$ cat src/rtl/write_controller.sv
// ============================================================================
//  Module      : write_controller (with package write_controller_pkg)
//  Description : Register-write endpoint of the UART packet interface.
//                Takes the byte-wise packet stream from the deframer, pulls
//                out an 8-bit register address and a little-endian data word,
//                raises a one-cycle write strobe to the register bank and can
//                return a one-byte acknowledge packet on the TX stream.
//
//  Ports       : ipClk          - system clock, rising edge
//                ipReset        - asynchronous reset, active low
//                ipRxStream     - incoming packet bytes (taken when Valid=1)
//                ipTxReady      - TX framer takes opTxStream on this edge
//                opTxStream     - acknowledge packet stream
//                opWriteAddress - register address (held between writes)
//                opWriteData    - register data word (held between writes)
//                opWrite        - one-cycle write strobe
//                opError        - one-cycle pulse on a discarded packet
//                opBusy         - high in COMMIT and ACK; RX ignored then
//
//  Revision    : 1.0 - initial release
// ============================================================================
`default_nettype none

package write_controller_pkg;

    typedef struct packed {
        logic [7:0] Source;
        logic [7:0] Destination;
        logic [7:0] Length;
        logic       SoP;
        logic       EoP;
        logic       Valid;
        logic [7:0] Data;
    } UART_PACKET;

endpackage : write_controller_pkg

module write_controller
    import write_controller_pkg::*;
#(
    parameter logic [7:0] WRITE_DEST  = 8'h01,
    parameter int         DATA_LENGTH = 4,
    parameter bit         GEN_ACK     = 1'b1
) (
    input  logic                       ipClk,
    input  logic                       ipReset,
    input  UART_PACKET                 ipRxStream,
    input  logic                       ipTxReady,
    output UART_PACKET                 opTxStream,
    output logic [7:0]                 opWriteAddress,
    output logic [8*DATA_LENGTH-1:0]   opWriteData,
    output logic                       opWrite,
    output logic                       opError,
    output logic                       opBusy
);

    localparam int         WORD_W  = 8 * DATA_LENGTH;
    localparam int         CW      = $clog2(DATA_LENGTH + 1);
    // Header byte plus the data bytes.
    localparam logic [7:0] PKT_LEN = 8'(DATA_LENGTH + 1);

    localparam logic [2:0] ST_IDLE    = 3'd0;
    localparam logic [2:0] ST_DATA    = 3'd1;
    localparam logic [2:0] ST_DISCARD = 3'd2;
    localparam logic [2:0] ST_COMMIT  = 3'd3;
    localparam logic [2:0] ST_ACK     = 3'd4;

    logic [2:0]        state, state_nxt;
    logic [CW-1:0]     count, count_nxt;
    logic [CW-1:0]     lane;
    logic [WORD_W-1:0] word, word_nxt;
    logic [7:0]        addr, addr_nxt;
    logic [7:0]        src, src_nxt;
    logic              error_nxt;
    logic              eval_header;
    logic              write_nxt;
    logic              busy_nxt;
    logic [7:0]        write_address_nxt;
    logic [WORD_W-1:0] write_data_nxt;
    UART_PACKET        tx_nxt;

    logic hdr_for_us;
    logic hdr_match;
    logic hdr_bad_len;

    assign hdr_for_us  = ipRxStream.Valid & ipRxStream.SoP
                       & (ipRxStream.Destination == WRITE_DEST);
    assign hdr_match   = hdr_for_us & (ipRxStream.Length == PKT_LEN);
    assign hdr_bad_len = hdr_for_us & (ipRxStream.Length != PKT_LEN);

    // ------------------------------------------------------------------
    // State, datapath and registered outputs
    // ------------------------------------------------------------------
    always_ff @(posedge ipClk or negedge ipReset) begin
        if (!ipReset) begin
            state          <= ST_IDLE;
            count          <= '0;
            word           <= '0;
            addr           <= '0;
            src            <= '0;
            opWrite        <= 1'b0;
            opError        <= 1'b0;
            opBusy         <= 1'b0;
            opWriteAddress <= '0;
            opWriteData    <= '0;
            opTxStream     <= '0;
        end else begin
            state          <= state_nxt;
            count          <= count_nxt;
            word           <= word_nxt;
            addr           <= addr_nxt;
            src            <= src_nxt;
            opWrite        <= write_nxt;
            opError        <= error_nxt;
            opBusy         <= busy_nxt;
            opWriteAddress <= write_address_nxt;
            opWriteData    <= write_data_nxt;
            opTxStream     <= tx_nxt;
        end
    end

    // ------------------------------------------------------------------
    // Next-state and packet assembly
    // ------------------------------------------------------------------
    always_comb begin
        state_nxt   = state;
        count_nxt   = count;
        word_nxt    = word;
        addr_nxt    = addr;
        src_nxt     = src;
        error_nxt   = 1'b0;
        eval_header = 1'b0;
        // count runs DATA_LENGTH..1, so the first data byte lands in lane 0.
        lane        = CW'(DATA_LENGTH) - count;

        case (state)
            ST_IDLE: begin
                eval_header = 1'b1;
            end

            ST_DATA: begin
                if (ipRxStream.Valid) begin
                    if (ipRxStream.SoP) begin
                        // Abort the current packet; the byte may start a new one.
                        error_nxt   = 1'b1;
                        state_nxt   = ST_IDLE;
                        eval_header = 1'b1;
                    end else begin
                        for (int i = 0; i < DATA_LENGTH; i++) begin
                            if (lane == CW'(i)) begin
                                word_nxt[8*i +: 8] = ipRxStream.Data;
                            end
                        end
                        count_nxt = count - CW'(1);
                        if (count == CW'(1)) begin
                            if (ipRxStream.EoP) begin
                                state_nxt = ST_COMMIT;
                            end else begin
                                error_nxt = 1'b1;
                                state_nxt = ST_DISCARD;
                            end
                        end else if (ipRxStream.EoP) begin
                            error_nxt = 1'b1;
                            state_nxt = ST_IDLE;
                        end
                    end
                end
            end

            ST_DISCARD: begin
                if (ipRxStream.Valid) begin
                    if (ipRxStream.SoP) begin
                        error_nxt   = 1'b1;
                        state_nxt   = ST_IDLE;
                        eval_header = 1'b1;
                    end else if (ipRxStream.EoP) begin
                        state_nxt = ST_IDLE;
                    end
                end
            end

            ST_COMMIT: begin
                state_nxt = GEN_ACK ? ST_ACK : ST_IDLE;
            end

            ST_ACK: begin
                if (ipTxReady) begin
                    state_nxt = ST_IDLE;
                end
            end

            default: begin
                state_nxt = ST_IDLE;
            end
        endcase

        // Shared header evaluation: IDLE, and the same-cycle restart after
        // an unexpected SoP in DATA or DISCARD.
        if (eval_header) begin
            if (hdr_match) begin
                state_nxt = ST_DATA;
                count_nxt = CW'(DATA_LENGTH);
                word_nxt  = '0;
                addr_nxt  = ipRxStream.Data;
                src_nxt   = ipRxStream.Source;
            end else if (hdr_bad_len) begin
                error_nxt = 1'b1;
                state_nxt = ipRxStream.EoP ? ST_IDLE : ST_DISCARD;
            end
        end
    end

    // ------------------------------------------------------------------
    // Output decode (registered above, so strobe appears in COMMIT)
    // ------------------------------------------------------------------
    always_comb begin
        write_nxt         = (state_nxt == ST_COMMIT);
        busy_nxt          = (state_nxt == ST_COMMIT) || (state_nxt == ST_ACK);
        write_address_nxt = opWriteAddress;
        write_data_nxt    = opWriteData;
        tx_nxt            = opTxStream;

        if (write_nxt) begin
            write_address_nxt = addr_nxt;
            write_data_nxt    = word_nxt;
        end

        if ((state == ST_COMMIT) && (state_nxt == ST_ACK)) begin
            tx_nxt.Valid       = 1'b1;
            tx_nxt.SoP         = 1'b1;
            tx_nxt.EoP         = 1'b1;
            tx_nxt.Length      = 8'd1;
            tx_nxt.Source      = WRITE_DEST;
            tx_nxt.Destination = src;
            tx_nxt.Data        = addr;
        end else if ((state == ST_ACK) && ipTxReady) begin
            // Payload fields keep their values; only the framing flags drop.
            tx_nxt.Valid = 1'b0;
            tx_nxt.SoP   = 1'b0;
            tx_nxt.EoP   = 1'b0;
        end
    end

endmodule : write_controller

`default_nettype wire

$ cat config.mk
export PLATFORM = sky130hd
export DESIGN_NAME = write_controller
export DESIGN_NICKNAME = d
export VERILOG_FILES = /design/src/rtl/write_controller.sv
export SDC_FILE = /design/constraint.sdc
export NUM_CORES = 1
export LEC_CHECK = 0
export ABC_CLOCK_PERIOD_IN_PS = 4350
export BUFFER_PORTS_ARGS = -buffer_cell sky130_fd_sc_hd__buf_2
export CAP_MARGIN = 10
export CORE_MARGIN = 3
export CORE_UTILIZATION = 55
export CTS_BUF_LIST = sky130_fd_sc_hd__clkbuf_4 sky130_fd_sc_hd__clkbuf_8 sky130_fd_sc_hd__clkbuf_16
export DETAILED_ROUTE_END_ITERATION = 12
export PLACE_DENSITY = 0.82
export SLEW_MARGIN = 10
export SYNTH_ARGS = -nofsm -noshare
export SYNTH_HDL_FRONTEND = slang
export SYNTH_SLANG_ARGS = --single-unit
$ cat constraint.sdc
create_clock -name ipClk -period 4.35 [get_ports ipClk]
set_input_delay 0.2175 -clock ipClk [delete_from_list [all_inputs] [get_ports ipClk]]
set_output_delay 0.2175 -clock ipClk [all_outputs]
set_load 0.1 [all_outputs]
==> results.md <==
- Status: complete, no violations
- Most common cell in the netlist: dfrtp_1
- Max Slew Vio Count: 0
- Synthesis-to-layout area growth: 24.4%
- Tightest Pin Transition: 0.984 ns
- CP cell instances: inv_1 > ha_1 > nor2b_1 > nand4_1 > buf_4 > inv_2 > nor2_1 > a31oi_1
- Synth cell types: 44
- Count of antenna-violating nets left after detailed routing: 0
- Drt wl/cell: between 15 and 20 um
- Yosys synthesis warning count: 0
- Synth Flop Type: dfrtp_1
- Finished Layout Cells: 655
- CP Launch Type: register
- Post-placement cell area: 5270 sq um
- H-tree level count: 4
- Initial DRC Count: 254
- Core Box Area: 8380 sq um
- Synth async-reset ratio: 100%
- Synthesized-area fraction occupied by adder cells: 1.30%
- Worst Setup End Kind: register
- Mux share of post-synthesis cell area: approximately 8.7%
- Vias in the first global route: 3646
- Fmax: about 390 MHz
- Top cells by instance count after synthesis: 115 x dfrtp_1, 85 x nand2_1, 36 x nor2_1
- Die ar.: 9930 sq um
- Max-Cap Viols: 0
- N_diodes: 0
- Grt total ovfl: 0
- Mapped Area: about 4800 sq um
- Simple-gate share of the synthesized area: 14.9%
- Ranking of synthesized cells by area: dfrtp_1 60%, mux2_2 7.5%, nand2_1 6.6%, buf_4 3.9%, a31oi_1 3.4%
- Required time worst endpoint: 4.78 ns
- Area fraction of the dominant cell type after synthesis: 59.7%
- First-pass GRT wire length: 17900 um
- Clock transition at path regs: 0.06 ns
- Slew HR: 34.3%
- Slowest CP cell: inv_2
- Nets: 580
- Syn Area/Cell: 11.3 sq um
- Hold Path Origin: ipRxStream[1]
- Combinational family with the most area after synthesis: simple AND/OR/NAND/NOR gates
- Hold/Removal Path Class: in2reg
- Vias/cell: 5.47
- Syn Inst Count: between 400 and 500
- Detailed Place HPWL: between 7000 and 8000 um
- Clk Latency, worst-skew pair: just over 0.5 ns
- Routed via count: between 3000 and 4000
- DIE HEIGHT: 99.6 um
- Worst slack, placed: about 1.8 ns
- Fillers: 592
- Final instance area: 6000 sq um
- Die X: 99.6 um
- Initial Utilization: 57.5%
- DRC viols: 0
- Clk_skew: 0.00711 ns
- Crit path max fanout: 62
- Compound-Gate Fraction of Synth Area: 8.54%
- Post-route clock period utilization: 58.8%
- Dpl cells: between 600 and 700
- Overall track demand over capacity in global routing: 23.1%
- CTS sink cnt: 115
- I/O pin total: 116
- Slowest stage delay, CP: between 0.7 and 0.8 ns
- Total Wirelength: 11000 um
- Maximum vdd drop: around 0.32 mV
- Largest net degree at the start of global routing: 79
- Fraction of layout cells with a size suffix above 1: 32.5%
- Post-synth EDFFs: 0
- Post-synth top area cell: dfrtp_1
- RSZ-0062 raised after global routing: no
- Fin crit period: approximately 2.6 ns
- Cts repair resizes: 0
- CTS buffer count: 17
- Final Hold Fails: 0
- Top delay family on crit path: buffers and inverters
- Final WS setup: 1.79 ns
- Final Wtd Congestion: ~0.83
- FF+latch count, synth: 115
- XOR/XNOR Fraction of Synth Area: 0.882%
- CTS tree: built
- Worst R2R Start: count[1]
- Sum of negative setup slack: 0 ns
- Sequential share of the synthesized area: 59.7%
- CP arrival: around 3.0 ns
- Port Buffer Count: 101
- Crit Path Class: reg2reg
- Longest Clk Path Bufs: 2
- Critical path launch point: count[1]
- Initial antenna violation count: 0
- Setup violators final: 0
- Pre-Repair DR Iteration Count: 4
- PwrDens: 438 nW/um^2
- Static Leak: 3.20 nW
- CTS root buffer: clkbuf_8
- Row count: 33
- Hold slack: 0.0352 ns
- Buf/Inv on CP: 3
[area by class of cell]
cell class	instances	area, sq um	area share [%]
inverter	4	15.0	0.250
clock inverter	15	206	3.44
timing repair buffer	115	641	10.7
tap	105	131	2.19
clock buffer	17	414	6.91
multi-input combinational	284	1710	28.5
sequential	115	2880	48.0
[layout by cell type, fill, tap and decap left out, types with 6 or more instances in the layout]
cell type / instances
mux2i_1: 6
a31oi_1: 26
a21oi_1: 28
dlygate4sd3_1: 11
clkbuf_16: 16
nand2_1: 85
dfrtp_1: 115
conb_1: 14
mux2_2: 32
o31ai_1: 6
nor2_1: 36
buf_2: 100
[tightest hold or removal path, delay by kind of cell]
| kind | cells | cell delay (ns) |
|---|---|---|
| buf+inv | 1 | 0.15 |
| simple gates | 1 | 0.08 |
| compound gates | 1 | 0.06 |
[per-stage QoR]
step / power [mW] / utilization, %
3_5_place_dp: 1.20 / 62.8
4_1_cts: 2.64 / 71.5
6_report: 2.63 / 71.5
5_1_grt: 2.70 / 71.5
3_3_place_gp: 1.19 / 62.8
2_1_floorplan: 1.16 / -
[layer usage]
layer / vias to the layer above / GRT usage (%) / part of all wire [%]
met5: - / 0 / 0
met4: 0 / 8.51 / 2.5
met3: 22 / 7.92 / 9.0
met2: 151 / 37.2 / 50
met1: 1749 / 29.0 / 39
li1: 1663 / - / -
[power breakdown]
group / leakage, nW / internal [mW] / total [mW] / switching [mW]
clock network: 0.287 / 0.933 / 1.44 / 0.511
registers: 1.61 / 1.07 / 1.07 / 0.0000716
logic: 1.30 / 0.0226 / 0.114 / 0.0912
total: 3.20 / 2.03 / 2.63 / 0.602
[registers in the layout, indices dropped and copies added, names as in the netlist, 3 cells and up]
register / count
addr: 8
word: 32
opWriteData: 32
state: 3
opWriteAddress: 8
count: 3
opTxStream: 18
src: 8
[cells by family (layout without fill, tap and decap cells)]
kind of cell / after synthesis / in the layout
flip-flops: 115 / 115
multiplexers: 38 / 38
buffers and inverters: 41 / 151
AND/OR/NAND/NOR: 154 / 154
AO/OA/AOI/OAI: 69 / 69
XOR/XNOR: 4 / 4
other: 1 / 14
adder cells (fa/ha/maj): 5 / 5
[timing repair]
action,CTS,global route
endpoints found under the hold margin,87,0
buffers inserted,0,0
hold buffers,11,0
[final timing paths]
| path | cells past startpoint | to | slack [ns] |
|---|---|---|---|
| max in group asynchronous | 3 | opWriteData[0] | 2.94 |
| hold reg to reg | 2 | opWriteAddress[4] | 0.48 |
| setup reg to reg | 8 | opWriteData[13] | 1.79 |
| hold / removal | 3 | word[17] | 0.04 |
| setup / recovery | 8 | opWriteData[13] | 1.79 |
| min in group asynchronous | 2 | opWriteData[27] | 0.37 |
Note: power is estimated with default switching activity, not from simulation.
